<file path="config.mk">
export PLATFORM = sky130hd
export DESIGN_NAME = pulse_period_meter
export DESIGN_NICKNAME = d
export VERILOG_FILES = /design/src/rtl/pulse_period_meter.sv
export SDC_FILE = /design/constraint.sdc
export NUM_CORES = 1
export LEC_CHECK = 0
export CAP_MARGIN = 30
export CORE_UTILIZATION = 51
export CTS_CLUSTER_SIZE = 24
export DETAILED_ROUTE_END_ITERATION = 8
export HOLD_SLACK_MARGIN = 0.15
export PLACE_DENSITY_LB_ADDON = 0.2
export REMOVE_ABC_BUFFERS = 1
export SYNTH_ARGS = -nofsm -noshare
export SYNTH_HDL_FRONTEND = slang
export SYNTH_SLANG_ARGS = --single-unit
</file>
<file path="constraint.sdc">
create_clock -name clk -period 1.98 [get_ports clk]
set_input_delay 0.396 -clock clk [delete_from_list [all_inputs] [get_ports clk]]
set_output_delay 0.396 -clock clk [all_outputs]
set_load 0.05 [all_outputs]
</file>
<file path="src/rtl/pulse_period_meter.sv">
// Measures the period and high time of an asynchronous pulse train in clk cycles.
// Each result is published with a one-cycle valid strobe; long gaps flag overflow and drop lock.
module pulse_period_meter #(
  parameter int CNT_W       = 16,
  parameter int SYNC_STAGES = 2
) (
  input  logic             clk,
  input  logic             reset,
  input  logic             enable,
  input  logic             pulse_in,
  output logic [CNT_W-1:0] period,
  output logic [CNT_W-1:0] high_time,
  output logic             valid,
  output logic             locked,
  output logic             overflow
);

  // state     | meaning
  // IDLE      | disabled; counters held at zero
  // WAIT_EDGE | armed; the next rise starts a measurement but reports nothing
  // MEASURE   | counting between rises; each rise publishes the previous period
  typedef enum logic [1:0] {IDLE, WAIT_EDGE, MEASURE} state_t;

  localparam logic [CNT_W-1:0] CNT_MAX = '1;
  localparam logic [CNT_W-1:0] CNT_ONE = CNT_W'(1);

  state_t                 state, state_nxt;
  logic [SYNC_STAGES-1:0] sync;
  logic                   s, s_d, rise, fall;
  logic [CNT_W-1:0]       cnt, hcnt, hi_cap;

  assign s    = sync[SYNC_STAGES-1];
  assign rise = s & ~s_d;
  assign fall = ~s & s_d;

  always_ff @(posedge clk or negedge reset) begin
    if (!reset) begin
      sync <= '0;
      s_d  <= 1'b0;
    end else begin
      sync <= {sync[SYNC_STAGES-2:0], pulse_in};
      s_d  <= s;
    end
  end

  always_ff @(posedge clk or negedge reset) begin
    if (!reset) state <= IDLE;
    else        state <= state_nxt;
  end

  always_comb begin
    state_nxt = state;
    case (state)
      IDLE:      if (enable) state_nxt = WAIT_EDGE;
      WAIT_EDGE: if (rise) state_nxt = MEASURE;
      MEASURE:   if (!rise && cnt == CNT_MAX) state_nxt = WAIT_EDGE;
      default:   state_nxt = IDLE;
    endcase
    if (!enable) state_nxt = IDLE;
  end

  always_ff @(posedge clk or negedge reset) begin
    if (!reset) begin
      cnt       <= '0;
      hcnt      <= '0;
      hi_cap    <= '0;
      period    <= '0;
      high_time <= '0;
      valid     <= 1'b0;
      locked    <= 1'b0;
      overflow  <= 1'b0;
    end else if (!enable) begin
      // published results and the overflow flag survive a disable
      cnt    <= '0;
      hcnt   <= '0;
      hi_cap <= '0;
      valid  <= 1'b0;
      locked <= 1'b0;
    end else begin
      valid <= 1'b0;
      case (state)
        IDLE: begin
          cnt  <= '0;
          hcnt <= '0;
        end
        WAIT_EDGE: begin
          if (rise) begin
            cnt  <= CNT_ONE;
            hcnt <= CNT_ONE;
          end
        end
        MEASURE: begin
          if (fall) hi_cap <= hcnt;
          if (rise) begin
            period    <= cnt;
            high_time <= hi_cap;
            valid     <= 1'b1;
            locked    <= 1'b1;
            overflow  <= 1'b0;
            cnt       <= CNT_ONE;
            hcnt      <= CNT_ONE;
          end else if (cnt == CNT_MAX) begin
            overflow <= 1'b1;
            locked   <= 1'b0;
            cnt      <= '0;
            hcnt     <= '0;
          end else begin
            cnt <= cnt + CNT_ONE;
            if (s && hcnt != CNT_MAX) hcnt <= hcnt + CNT_ONE;
          end
        end
        default: begin
          cnt  <= '0;
          hcnt <= '0;
        end
      endcase
    end
  end

endmodule

</file>
=== Word-level counts from Yosys, hierarchy flattened ===
Index checks and enable logic that the tools add are counted.

* Add/subtract/negate cells: 2
* Multiply operators: 0
* Divide/modulo/power cells: 0
* $lt $le $gt $ge: 0
* Equal/unequal tests: 10
* Shift-type cells: 0
* Multiplexer cells: 26
* Bitwise operators: 4
* Reductions and logical operators: 11

{| class="wikitable"
|+ Operators by type and width
! operator !! number
|-
| two-way mux 16 bit || 11
|-
| case mux 16 bit (2 select lines) || 2
|-
| adder 16 x 1 -> 16 bit (second input constant) || 2
|-
| equality test 16 bit (second input constant) || 1
|-
| != test 16 bit (second input constant) || 1
|-
| two-way mux 1 bit || 9
|-
| AND reduction 2 bit || 4
|-
| two-way mux 2 bit || 3
|-
| != test 3 bit (second input constant) || 2
|-
| case mux 2 bit (3 select lines) || 1
|-
| AND reduction 3 bit || 2
|-
| != test 5 bit (second input constant) || 1
|-
| != test 2 x 1 -> 1 bit (second input constant) || 2
|-
| != test 3 x 1 -> 1 bit (second input constant) || 1
|-
| AND 1 bit || 2
|-
| equality test 2 x 1 -> 1 bit (second input constant) || 1
|-
| equality test 2 bit (second input constant) || 1
|-
| logical AND 1 bit || 2
|-
| logical NOT 2 bit || 1
|-
| inverter 1 bit || 2
|-
| nonzero test 2 bit || 1
|-
| logical NOT 1 bit || 1
|}

* Bits in registers: 88
* Bits in latches: 0
* Bits in writable memories: 0
* Bits in read-only memories: 0
* Output and inout port bits: 35
* Logic and storage cells: 64
* Memories: 0

=== Longest topological paths before layout ===
* Depth after elaboration: 7
* Depth in mapped cells: 9

=== Worst setup path before layout ===
No wires, ideal clock.

* Kind: flip-flop to flip-flop
* Start point: register state[0]
* End point: register hcnt[3]
* Setup time: 64 ps
* Arrival: 1,963 ps
* Slack: -47 ps
* Stages on the path, launching flop included: 10
* Path buffers: 2
* Period minus slack after synthesis: 2,027 ps
* Path through: dfrtp_1 inv_1 ha_1 buf_2 and2_0 nand3_2 or2_2 buf_2 nor4_1 a211o_1

* Cells in the longest elaborated chain, start to end: 3
* Elaborated cells between the ends (all ways): 7
* Those cells by class: 4 x eq/ne; 2 x mux; 1 x reduce/logical

{| class="wikitable"
|+ Ends and longest elaborated chain
! what !! line !! RTL
|-
| from (decl) || 27 || <nowiki>state_t state, state_nxt;</nowiki>
|-
| from (signal assigned) || 48 || <nowiki>else state <= state_nxt;</nowiki>
|-
| equality test 2 bit / equality test 2 x 1 -> 1 bit (equally long branches) || 81 || <nowiki>case (state)</nowiki>
|-
| != test 5 bit (no line) (tied with other cells) || -- ||
|-
| AND reduction 2 bit (no line) / two-way mux 16 bit (equally long branches) || -- ||
|-
| to (signal assigned) || 109 || <nowiki>if (s && hcnt != CNT_MAX) hcnt <= hcnt + CNT_ONE;</nowiki>
|-
| to (decl) || 30 || <nowiki>logic [CNT_W-1:0] cnt, hcnt, hi_cap;</nowiki>
|}

Parallel ways exist; a longest one is shown, timed or not.
A chain may end at the register's enable or synchronous reset.

=== Worst setup path in the final report ===
* Start point: register hcnt[0]
* End point: register hcnt[0]

* Cells in the longest elaborated chain, start to end: 6
* Elaborated cells between the ends (all ways): 10
* Those cells by class: 1 x add/sub; 2 x eq/ne; 5 x mux; 2 x reduce/logical

{| class="wikitable"
|+ Ends and longest elaborated chain
! what !! line !! RTL
|-
| adder 16 x 1 -> 16 bit || 109 ||
|-
| two-way mux 16 bit || 109 ||
|-
| two-way mux 16 bit || 102 || <nowiki>end else if (cnt == CNT_MAX) begin</nowiki>
|-
| two-way mux 16 bit || 94 || <nowiki>if (rise) begin</nowiki>
|-
| case mux 16 bit (2 select lines) || 81 ||
|-
| two-way mux 16 bit || 72 || <nowiki>end else if (!enable) begin</nowiki>
|}

Parallel ways exist; a longest one is shown, timed or not. The select of a mux whose other input is x is not followed.

==> qor.txt <==
Largest net degree at the start of global routing = 89
Sw Share = 0.2785
Max IR drop VDD = 0.4805 mV
Drt first-iter violations = 209
Antenna diode count = 0
Required time of the critical path = 2210 ps
Port Buf Inserts = 38
Core area = 0.007727 mm^2
M2 GR Usage = 0.3615
Commonest non-fill, non-tap cell in the layout = nand2_1
Clk pwr share = 0.324
Total CTS buffers = 9
Residual DRC count = 0
Cell accounting for the most synthesized area = dfrtp_1
Initial antenna violation count = 0
FMAX = 507.2 MHz
Die height = 91.41 um
Syn avg cell area = 9.140 um^2
Endpoints failing setup = 0
Grt peak-use layer = met2
TNS Setup = 0 ps
Register bit total from synthesis = 88
Combinational power share = 0.172
Sequential share of power = 0.504
Die W = 91.41 um
Routed wire per std cell = 14.08 um
Status = finished clean
Synth top area cells = dfrtp_1 (54%), nand2_1 (13%), o21ai_0 (3.2%)
Path depth of the worst reg2reg path = 7
Hold crit path type = reg2reg
Vias = 3478
CTS HTree Levels = 3
Max-slew violation count = 0
DRT Wirelength = 9.221 mm
Post-synth EDFFs = 0
Drt first pass iters = 5
PwrDens = 699.1 mW/mm^2
Unrepaired setup endpoints after global routing = yes
Yosys warnings = 0
Hold Path Cell Cnt = 0
Worst-skew pair later-pin latency = 360 ps
Post-DP HPWL = 6.395 mm
Footprint of the multi-input gates = 0.001774 mm^2
Total GRT Usage = 0.2405
Area Growth Syn to Fin = 29.28%
Register Area = 0.002202 mm^2
Clock Skew = 12.71 ps
Startpoint types = flip-flop
Post-synthesis instance total = 446
Remaining Overflow, GRT = 0
Drt via density = 5.310
CP Capture Type = flip-flop
WP data arrival = 2200 ps
Final setup margin = 8.580 ps
Pre-CTS setup slack = -187.0 ps
Share of the synthesized area in the top cell type = 0.5402
Met3 Use GR = 0.03601
Clock-pin slew on the worst setup and hold paths = 80 ps
TritonCTS clock tree = built
Relative slew slack = 0.6675
# clock sinks = 88
Non-Filler Instances = 655
Routed Antenna Nets = 0
Synth Flop Type = dfrtp_1
Tcrit/Tclk final = 0.9957
Layout Nets = 558
Die area = 0.008355 mm^2
Tot Pwr = 3.684 mW
NetSw = 1.026 mW
Sequential fraction of the synthesis area = 0.5402
CTS Buffer Depth = 2
Worst-path fanout max = 5
Most frequent cells in the layout = nand2_1 (140), dfrtp_1 (88), buf_4 (69)
Cell area after synthesis = 0.004076 mm^2
Asr flop ratio synth = 1.000
I/O pin total = 39
Synth cell types = 49
Max-Cap Viols = 0
Setup Crit Path Kind = reg2reg
Starting Density = 0.5275
Met1 Use GR = 0.3559
Share of cells above drive strength 1 = 0.1826
Final Hold Vio Count = 0
FP Rows = 32
Wire length of the first global-routing pass = 15.93 mm
Leak = 2.525 nW
Placer Congestion = 0.8677
Worst-margin pin slew = 497.2 ps
Clock tree root buffer cell = clkbuf_8
Final Critical Period = 1971 ps
Post-placement cell count = 633
Vias in the first global route = 3343
Filler cells = 618
Int Pwr = 2.658 mW
[layer usage]
| layer | vias up | share of wire |
|---|---|---|
| met1 | 1651 | 0.50 |
| met5 | - | 0 |
| met3 | 13 | 0.037 |
| met2 | 79 | 0.45 |
| li1 | 1735 | - |
| met4 | 0 | 0.012 |
[area by class of cell]
cell class	instances	share of cell area
flip-flops and latches	88	0.4179
multi-input cells	330	0.3367
repair buffers	110	0.1804
clock buffers	13	0.02635
well taps	102	0.02422
clock inverters	3	0.008072
inverters	9	0.006410
[cell usage after synthesis (all sizes together), types with 3 or more instances]
library cell  number
nand2            141
dfrtp             88
o21ai             27
a21oi             24
nor2              18
nand3             17
clkbuf            13
and3              11
nand4             11
nor3              10
inv                8
nor4               8
or3                8
a211o              6
buf                6
ha                 6
o31ai              6
xnor2              4
and2               3
or2                3
[state kept, by name (all words and copies together), names as in the netlist]
signal     cells
high_time     16
hi_cap        16
overflow       1
cnt           16
hcnt          16
sync           2
locked         1
s_d            1
valid          1
state          2
period        16
[cells by family (layout without fill, tap and decap cells)]
group,Yosys count,after routing,synth area share
and+or+nand+nor,239,239,0.2732
DFF,88,88,0.5402
AOI/OAI and AO/OA,77,77,0.1197
buffers and inverters,28,135,0.03069
adders and majority gates,6,6,0.01842
xor gates and xnor gates,6,6,0.01289
muxes,2,2,0.004911
[repair_timing]
action,CTS,global route
pin swaps,2,3
endpoints found under the setup margin,17,29
setup buffers,0,6
cloned,0,0
endpoints found under the hold margin,88,0
resized for setup,0,10
hold buffers,1,0
[stage by stage]
| step | util | hold WS [ps] | area [um^2] |
|---|---|---|---|
| detailed placement | 0.6482 | 353.5 | 5009 |
| floorplan | - | 100.4 | 3985 |
| CTS | 0.6729 | 371.8 | 5200 |
| finish | 0.6820 | 369.0 | 5270 |
| global placement | 0.6482 | 333.6 | 5009 |
| global route | 0.6820 | 375.7 | 5270 |
[final timing paths]
kind,from,to,slack [ps]
worst max-delay path,hcnt[0],hcnt[0],9
worst min-delay path,sync[0],sync[1],370
worst max register to register,hcnt[0],hcnt[0],9
worst min register to register,sync[0],sync[1],370
max in group asynchronous,reset,cnt[2],980
min in group asynchronous,reset,valid,610
[power groups by stage]
stage | clock network [mW] | logic, mW | registers, mW
floorplan | 0 | 0.290 | 1.92
global placement | 0 | 0.598 | 1.89
finish | 1.20 | 0.633 | 1.86
detailed placement | 0 | 0.616 | 1.89
global route | 1.29 | 0.697 | 1.86
CTS | 1.22 | 0.619 | 1.85
[worst max-delay path: stages, from the launching register on]
cell	delay [ps]
dfrtp_1	360
ha_2	190
nand4_1	110
or4_4	470
a211oi_4	300
or2_1	190
buf_6	140
o31ai_1	90
Power figures use the tool's default switching activity.
